[src/rtl/mips_pkg.sv]
// rtl/mips_pkg.sv - shared constants and commit record type for the MIPS core observers
package mips_pkg;

    localparam logic [4:0] REG_ZERO = 5'd0;

    // Commit record body; the cycle stamp is appended at the use site
    // because its width is a parameter of the observer.
    typedef struct packed {
        logic [31:0] pc;
        logic [4:0]  rd;
        logic [31:0] data;
    } commit_rec_t;

    localparam int REC_W = $bits(commit_rec_t);

endpackage

[src/rtl/sync_fifo.sv]
// rtl/sync_fifo.sv - first-word-fall-through synchronous FIFO with occupancy count
module sync_fifo #(
    parameter int WIDTH = 8,
    parameter int DEPTH = 8
) (
    input  logic                     clk,
    input  logic                     rst,
    input  logic                     i_push,
    input  logic                     i_pop,
    input  logic [WIDTH-1:0]         i_data,
    output logic [WIDTH-1:0]         o_data,
    output logic                     o_full,
    output logic                     o_empty,
    output logic [$clog2(DEPTH):0]   o_fill
);

    localparam int AW = $clog2(DEPTH);
    localparam int FW = AW + 1;

    logic [WIDTH-1:0] r_mem [DEPTH];
    logic [AW-1:0]    r_head;
    logic [AW-1:0]    r_tail;
    logic [FW-1:0]    r_fill;
    logic             w_pop;
    logic             w_push;

    // A pop on empty is ignored; a push on full is only taken when a pop frees the slot.
    assign w_pop   = i_pop && !o_empty;
    assign w_push  = i_push && (!o_full || w_pop);
    assign o_empty = (r_fill == '0);
    assign o_full  = (r_fill == FW'(DEPTH));
    assign o_fill  = r_fill;
    assign o_data  = r_mem[r_head];

    // Pointer and occupancy bookkeeping; pointers wrap naturally since DEPTH is a power of two.
    always_ff @(posedge clk) begin
        if (rst) begin
            r_head <= '0;
            r_tail <= '0;
            r_fill <= '0;
        end else begin
            if (w_push) r_tail <= r_tail + AW'(1);
            if (w_pop)  r_head <= r_head + AW'(1);
            r_fill <= r_fill + FW'(w_push) - FW'(w_pop);
        end
    end

    // Storage is not reset; the head is only meaningful while non-empty.
    always_ff @(posedge clk) begin
        if (!rst && w_push) r_mem[r_tail] <= i_data;
    end

endmodule

[src/rtl/commit_monitor.sv]
// rtl/commit_monitor.sv - captures register-file writes as timestamped records into a drainable FIFO
module commit_monitor
    import mips_pkg::*;
#(
    parameter int DEPTH   = 8,
    parameter int CYCLE_W = 16
) (
    input  logic                     clk,
    input  logic                     rst,
    input  logic [31:0]              pc,
    input  logic                     reg_write,
    input  logic [4:0]               write_reg,
    input  logic [31:0]              write_data,
    input  logic                     rec_ready,
    output logic                     rec_valid,
    output logic [31:0]              rec_pc,
    output logic [4:0]               rec_reg,
    output logic [31:0]              rec_data,
    output logic [CYCLE_W-1:0]       rec_cycle,
    output logic [$clog2(DEPTH):0]   fill,
    output logic                     overflow,
    output logic [7:0]               drop_count
);

    localparam int FIFO_W = REC_W + CYCLE_W;

    logic [CYCLE_W-1:0] r_cycle;
    logic               r_overflow;
    logic [7:0]         r_drop_count;

    logic               w_capture;
    logic               w_full;
    logic               w_empty;
    logic               w_drop;
    commit_rec_t        w_rec;
    commit_rec_t        w_head_rec;
    logic [FIFO_W-1:0]  w_push_word;
    logic [FIFO_W-1:0]  w_head_word;

    assign w_capture   = reg_write && (write_reg != REG_ZERO);
    assign w_rec       = '{pc: pc, rd: write_reg, data: write_data};
    assign w_push_word = {w_rec, r_cycle};
    // Full implies a head is present, so a ready consumer always makes room.
    assign w_drop      = w_capture && w_full && !rec_ready;

    sync_fifo #(
        .WIDTH (FIFO_W),
        .DEPTH (DEPTH)
    ) u_fifo (
        .clk     (clk),
        .rst     (rst),
        .i_push  (w_capture),
        .i_pop   (rec_ready),
        .i_data  (w_push_word),
        .o_data  (w_head_word),
        .o_full  (w_full),
        .o_empty (w_empty),
        .o_fill  (fill)
    );

    // Head fields are forced to zero while empty so reset shows clean outputs
    // without having to clear the storage array.
    assign w_head_rec = w_head_word[FIFO_W-1:CYCLE_W];
    assign rec_valid  = !w_empty;
    assign rec_pc     = w_empty ? '0 : w_head_rec.pc;
    assign rec_reg    = w_empty ? '0 : w_head_rec.rd;
    assign rec_data   = w_empty ? '0 : w_head_rec.data;
    assign rec_cycle  = w_empty ? '0 : w_head_word[CYCLE_W-1:0];
    assign overflow   = r_overflow;
    assign drop_count = r_drop_count;

    // Free-running timestamp, restarted by reset.
    always_ff @(posedge clk) begin
        if (rst) r_cycle <= '0;
        else     r_cycle <= r_cycle + CYCLE_W'(1);
    end

    // Sticky drop tracking with a saturating counter.
    always_ff @(posedge clk) begin
        if (rst) begin
            r_overflow   <= 1'b0;
            r_drop_count <= '0;
        end else if (w_drop) begin
            r_overflow <= 1'b1;
            if (r_drop_count != 8'hFF) r_drop_count <= r_drop_count + 8'd1;
        end
    end

endmodule

[config.mk]
export PLATFORM = sky130hd
export DESIGN_NAME = commit_monitor
export DESIGN_NICKNAME = d
export VERILOG_FILES = /design/src/rtl/mips_pkg.sv /design/src/rtl/sync_fifo.sv /design/src/rtl/commit_monitor.sv
export SDC_FILE = /design/constraint.sdc
export NUM_CORES = 1
export LEC_CHECK = 0
export ABC_AREA = 0
export BUFFER_PORTS_ARGS = -buffer_cell sky130_fd_sc_hd__buf_2
export CORE_UTILIZATION = 63
export CTS_BUF_LIST = sky130_fd_sc_hd__clkbuf_4 sky130_fd_sc_hd__clkbuf_8
export CTS_CLUSTER_DIAMETER = 120
export CTS_CLUSTER_SIZE = 40
export DETAILED_ROUTE_END_ITERATION = 8
export GPL_ROUTABILITY_DRIVEN = 0
export PLACE_DENSITY = 0.87
export REMOVE_ABC_BUFFERS = 1
export SLEW_MARGIN = 20
export SYNTH_ARGS = -nofsm -noshare
export SYNTH_HDL_FRONTEND = slang
export SYNTH_SLANG_ARGS = --single-unit
[constraint.sdc]
create_clock -name clk -period 12.2 [get_ports clk]
set_input_delay 0 -clock clk [delete_from_list [all_inputs] [get_ports clk]]
set_output_delay 0 -clock clk [all_outputs]
set_load 0.02 [all_outputs]
==> impl_metrics.py <==
metrics = {
    "worst_setup_path": {
        "cp_cell_sequence": "buf_4, buf_4, mux4_2, mux2i_1, nor2_1, buf_2",
        "worst_setup_path_start_kind": "flop",
        "timing_worst_setup_path_type": "flop to primary output",
        "r2r-end": "u_fifo.r_mem[5][34]$_DFFE_PP_",
        "arrival_ns": 4.21,
        "reg2reg_from": "u_fifo.o_fill[2]$_SDFF_PP0_",
        "end_kind": "primary output",
        "worstPathRequired_ns": 12.20,
        "path_depth": 6,
        "cpPeakStageDelay_ns": 0.89,
        "crit_path_max_fanout": 62,
        "slowest_stage": "dfxtp_4",
        "cpMostUsedCell": "buf_4",
        "reg2regPathDepth": 7,
        "cpLargestDelayFamily": "buffers and inverters",
        "crit_buf_inv": 3,
        "rrSetupSlack_ns": 8.52,
    },
    "power_and_ir_drop": {
        "internal-power_mw": 3.63,
        "pwr-share-comb_pct": 29.0,
        "power_mw": 5.20,
        "p_per_area_mw_per_mm2": 172,
        "ir_drop_mv": 0.176,
        "leakage_nw": 9.50,
        "p_sw_mw": 1.57,
        "p_seq_share_pct": 54.7,
        "clkPwrFrac_pct": 16.3,
        "sw_frac_of_total_pct": 30.2,
    },
    "yosys": {
        "yosys-top-cells-area": "edfxtp_1 (74%), mux4_2 (14%), mux2i_1 (3.2%)",
        "ys.flop_type": "edfxtp_1",
        "yosysSeqAreaShare_pct": 76.8,
        "netlist_area_mm2": 0.0276,
        "synth.distinct_cells": 48,
        "syn_inst": 1284,
        "yosys.area.top_type_share_pct": 74.0,
        "ys_ff_latch": 718,
        "ys_warn_count": 0,
        "async_flop_share_pct": 0,
        "synth_area_per_cell_um2": 21.5,
        "synth_edf_count": 680,
        "synth_area_leader_cell": "edfxtp_1",
    },
    "placed_design": {
        "place_ws_ns": 8.49,
        "dpl.cell_count": 1993,
        "io_buffers": 171,
        "place_area_mm2": 0.0291,
        "dpl.hpwl_mm": 28.8,
    },
    "final_layout": {
        "fin_cells": 2110,
        "multi_input_area_mm2": 0.00607,
        "fillCellCount": 2576,
        "seqCellArea_mm2": 0.0212,
        "stdcell_area_mm2": 0.0303,
        "synthToLayoutAreaGrowth_pct": 9.76,
        "nets": 1590,
        "drive_gt1_share_pct": 27.8,
    },
    "run": {
        "drv_cap": 0,
    },
    "clock_network": {
        "cts_buffer_depth": 3,
        "clkTransAtPathRegs_ns": 0.22,
        "clock_sinks": 718,
        "htree_num_levels": 1,
        "tritoncts": "built",
        "worstSkewPairLatency_ns": 0.69,
        "cts_inserted_buffers": 21,
        "clk_root_buffer_cell": "clkbuf_8",
    },
    "route": {
        "drt_iter0_drc": 1621,
        "via_per_inst": 6.19,
        "drt_pass1_iterations": 5,
        "ant_nets": 0,
        "vias": 13100,
        "drc": 0,
        "wl_per_cell_um": 24.8,
        "wl_mm": 52.4,
    },
    "grt": {
        "gr-total-overflow": 0,
        "gr-usage-met2_pct": 39.9,
        "grt_use_total_pct": 23.8,
        "gr-usage-met1_pct": 33.9,
        "busiest_layer": "met2",
        "grt_max_degree": 123,
        "grtUsageMet3_pct": 3.35,
        "grt_antenna_before_repair": 4,
        "grt_pass1_wl_mm": 78.9,
        "grt_pass1_vias": 13600,
    },
    "die": {
        "ios": 172,
        "die_width_um": 211,
        "rows": 76,
        "dieArea_mm2": 0.0446,
        "core_region_area_mm2": 0.0432,
        "die_y_um": 211,
        "start_util_pct": 63.9,
    },
    "timing": {
        "rsz0062_at_grt": "false",
        "fin_ws_ns": 7.99,
        "setup_viol": 0,
        "drv_slew": 0,
        "fmax_mhz": 238,
        "finalCritPeriodShare_pct": 34.5,
        "fin_skew_ns": 0.0350,
        "setup_tns_ns": 0,
        "slew_headroom_pct": 28.3,
        "tightest_slew_ns": 1.07,
        "finalWorstPathRequiredPeriod_ns": 4.21,
        "finalHoldViolCount": 0,
    },
    "status": {
        "status": "finished clean",
    },
    "min_path": {
        "min_path_cells": 2,
        "holdCritPathClass": "input pin to flop",
        "worstHoldEndpoint": "u_fifo.r_mem[6][69]$_DFFE_PP_",
        "hp-start": "pc[16]",
    },
}
-- worst max-delay path by stage --
stage	from	to	slack (ns)
final	flop	rec_pc[6]	7.99
after floorplan	u_fifo.o_fill[2]$_SDFF_PP0_	u_fifo.r_mem[0][0]$_DFFE_PP_	1.56
after detailed placement	u_fifo.o_fill[2]$_SDFF_PP0_	u_fifo.r_mem[5][35]$_DFFE_PP_	8.49
after CTS	flop	rec_pc[6]	7.93
after global placement	u_fifo.o_fill[2]$_SDFF_PP0_	u_fifo.r_mem[5][67]$_DFFE_PP_	8.63
after global routing	flop	rec_pc[25]	7.79
-- registers in the layout, summed over array words and instances, names as in the netlist, named ones only --
register       cells
u_fifo.r_mem     680
r_cycle           16
drop_count         8
u_fifo.o_fill      4
u_fifo.r_head      3
u_fifo.r_tail      3
overflow           1
-- synthesized netlist by cell type, types with 2 or more instances --
cell type,instances
nand2_1,9
or3_2,3
clkbuf_1,27
nand4_1,8
o21a_1,2
xnor2_1,3
edfxtp_1,680
inv_1,14
nor2_1,113
nor3_1,3
buf_2,26
and3_1,3
dfxtp_1,38
mux2i_1,87
xor2_1,12
and2_1,3
nand3_1,7
and4_1,2
or3_1,3
o31ai_1,3
ha_1,10
or4_1,5
nor2b_1,3
buf_4,11
mux4_2,170
a21oi_1,11
o21ai_0,7
-- cell usage in the layout (no fill, tap or decap), types with 2 or more instances in the layout --
cell,n
nand3_1,7
o31ai_1,3
dfxtp_4,3
buf_4,18
or3_2,3
clkbuf_8,22
xnor2_1,3
and4_1,2
o21a_1,2
and3_1,2
xor2_1,12
nor2_4,3
or3_1,3
buf_2,171
nand2_1,9
mux4_2,170
inv_1,14
o21ai_0,7
diode_2,4
or4_1,5
mux2i_1,87
nor2_1,110
nand4_1,8
dlygate4sd3_1,73
a21oi_1,11
nor2b_1,3
edfxtp_1,680
ha_1,10
buf_12,2
clkbuf_4,15
dfxtp_1,35
nor3_2,4
and2_1,3
-- final cells by class --
class | count | area share, %
flip-flops and latches | 718 | 70.0
multi-input cells | 486 | 20.1
repair buffers | 265 | 5.91
well taps | 585 | 2.42
clock buffers | 37 | 1.37
inverters | 14 | 0.174
diodes | 4 | 0.0331
clock inverters | 1 | 0.0248
-- per-stage QoR --
step / hold slack, ns / util, %
2_1_floorplan: 0.0667 / -
3_3_place_gp: 0.261 / 67.3
3_5_place_dp: 0.270 / 67.3
4_1_cts: 0.0611 / 70.0
5_1_grt: 0.0911 / 70.1
6_report: 0.107 / 70.1
-- kinds of logic after synthesis --
logic type               count (synthesis)  share of synthesized area (%)
AO/OA/AOI/OAI                           31                          0.817
XOR/XNOR                                15                          0.476
adder cells (fa/ha/maj)                 11                          0.526
buffers and inverters                   80                           1.38
flip-flops                             718                           76.8
multiplexers                           257                           17.0
AND/OR/NAND/NOR                        172                           2.96
-- what timing repair did --
| item | CTS | global route |
|---|---|---|
| hold buffers | 73 | 0 |
| setup buffers | 0 | 0 |
| hold endpoints to repair | 589 | 0 |
| gates resized for setup | 0 | 0 |
-- power by group through the flow --
stage               clock network (mW)  registers, mW  logic [mW]
finish                           0.847           2.85        1.51
global route                     0.927           2.86        1.62
CTS                              0.860           2.87        1.51
detailed placement                   0           2.92        1.48
global placement                     0           2.91        1.46
floorplan                            0           3.02        1.10
-- per-layer routing --
metal,routed length (µm),up-vias,share of wire (%)
met4,762,2,1.5
li1,-,5642,-
met2,26800,505,51
met5,13,-,0.025
met3,3410,51,6.5
met1,21400,6856,41
Note: power is estimated with default switching activity, not from simulation.
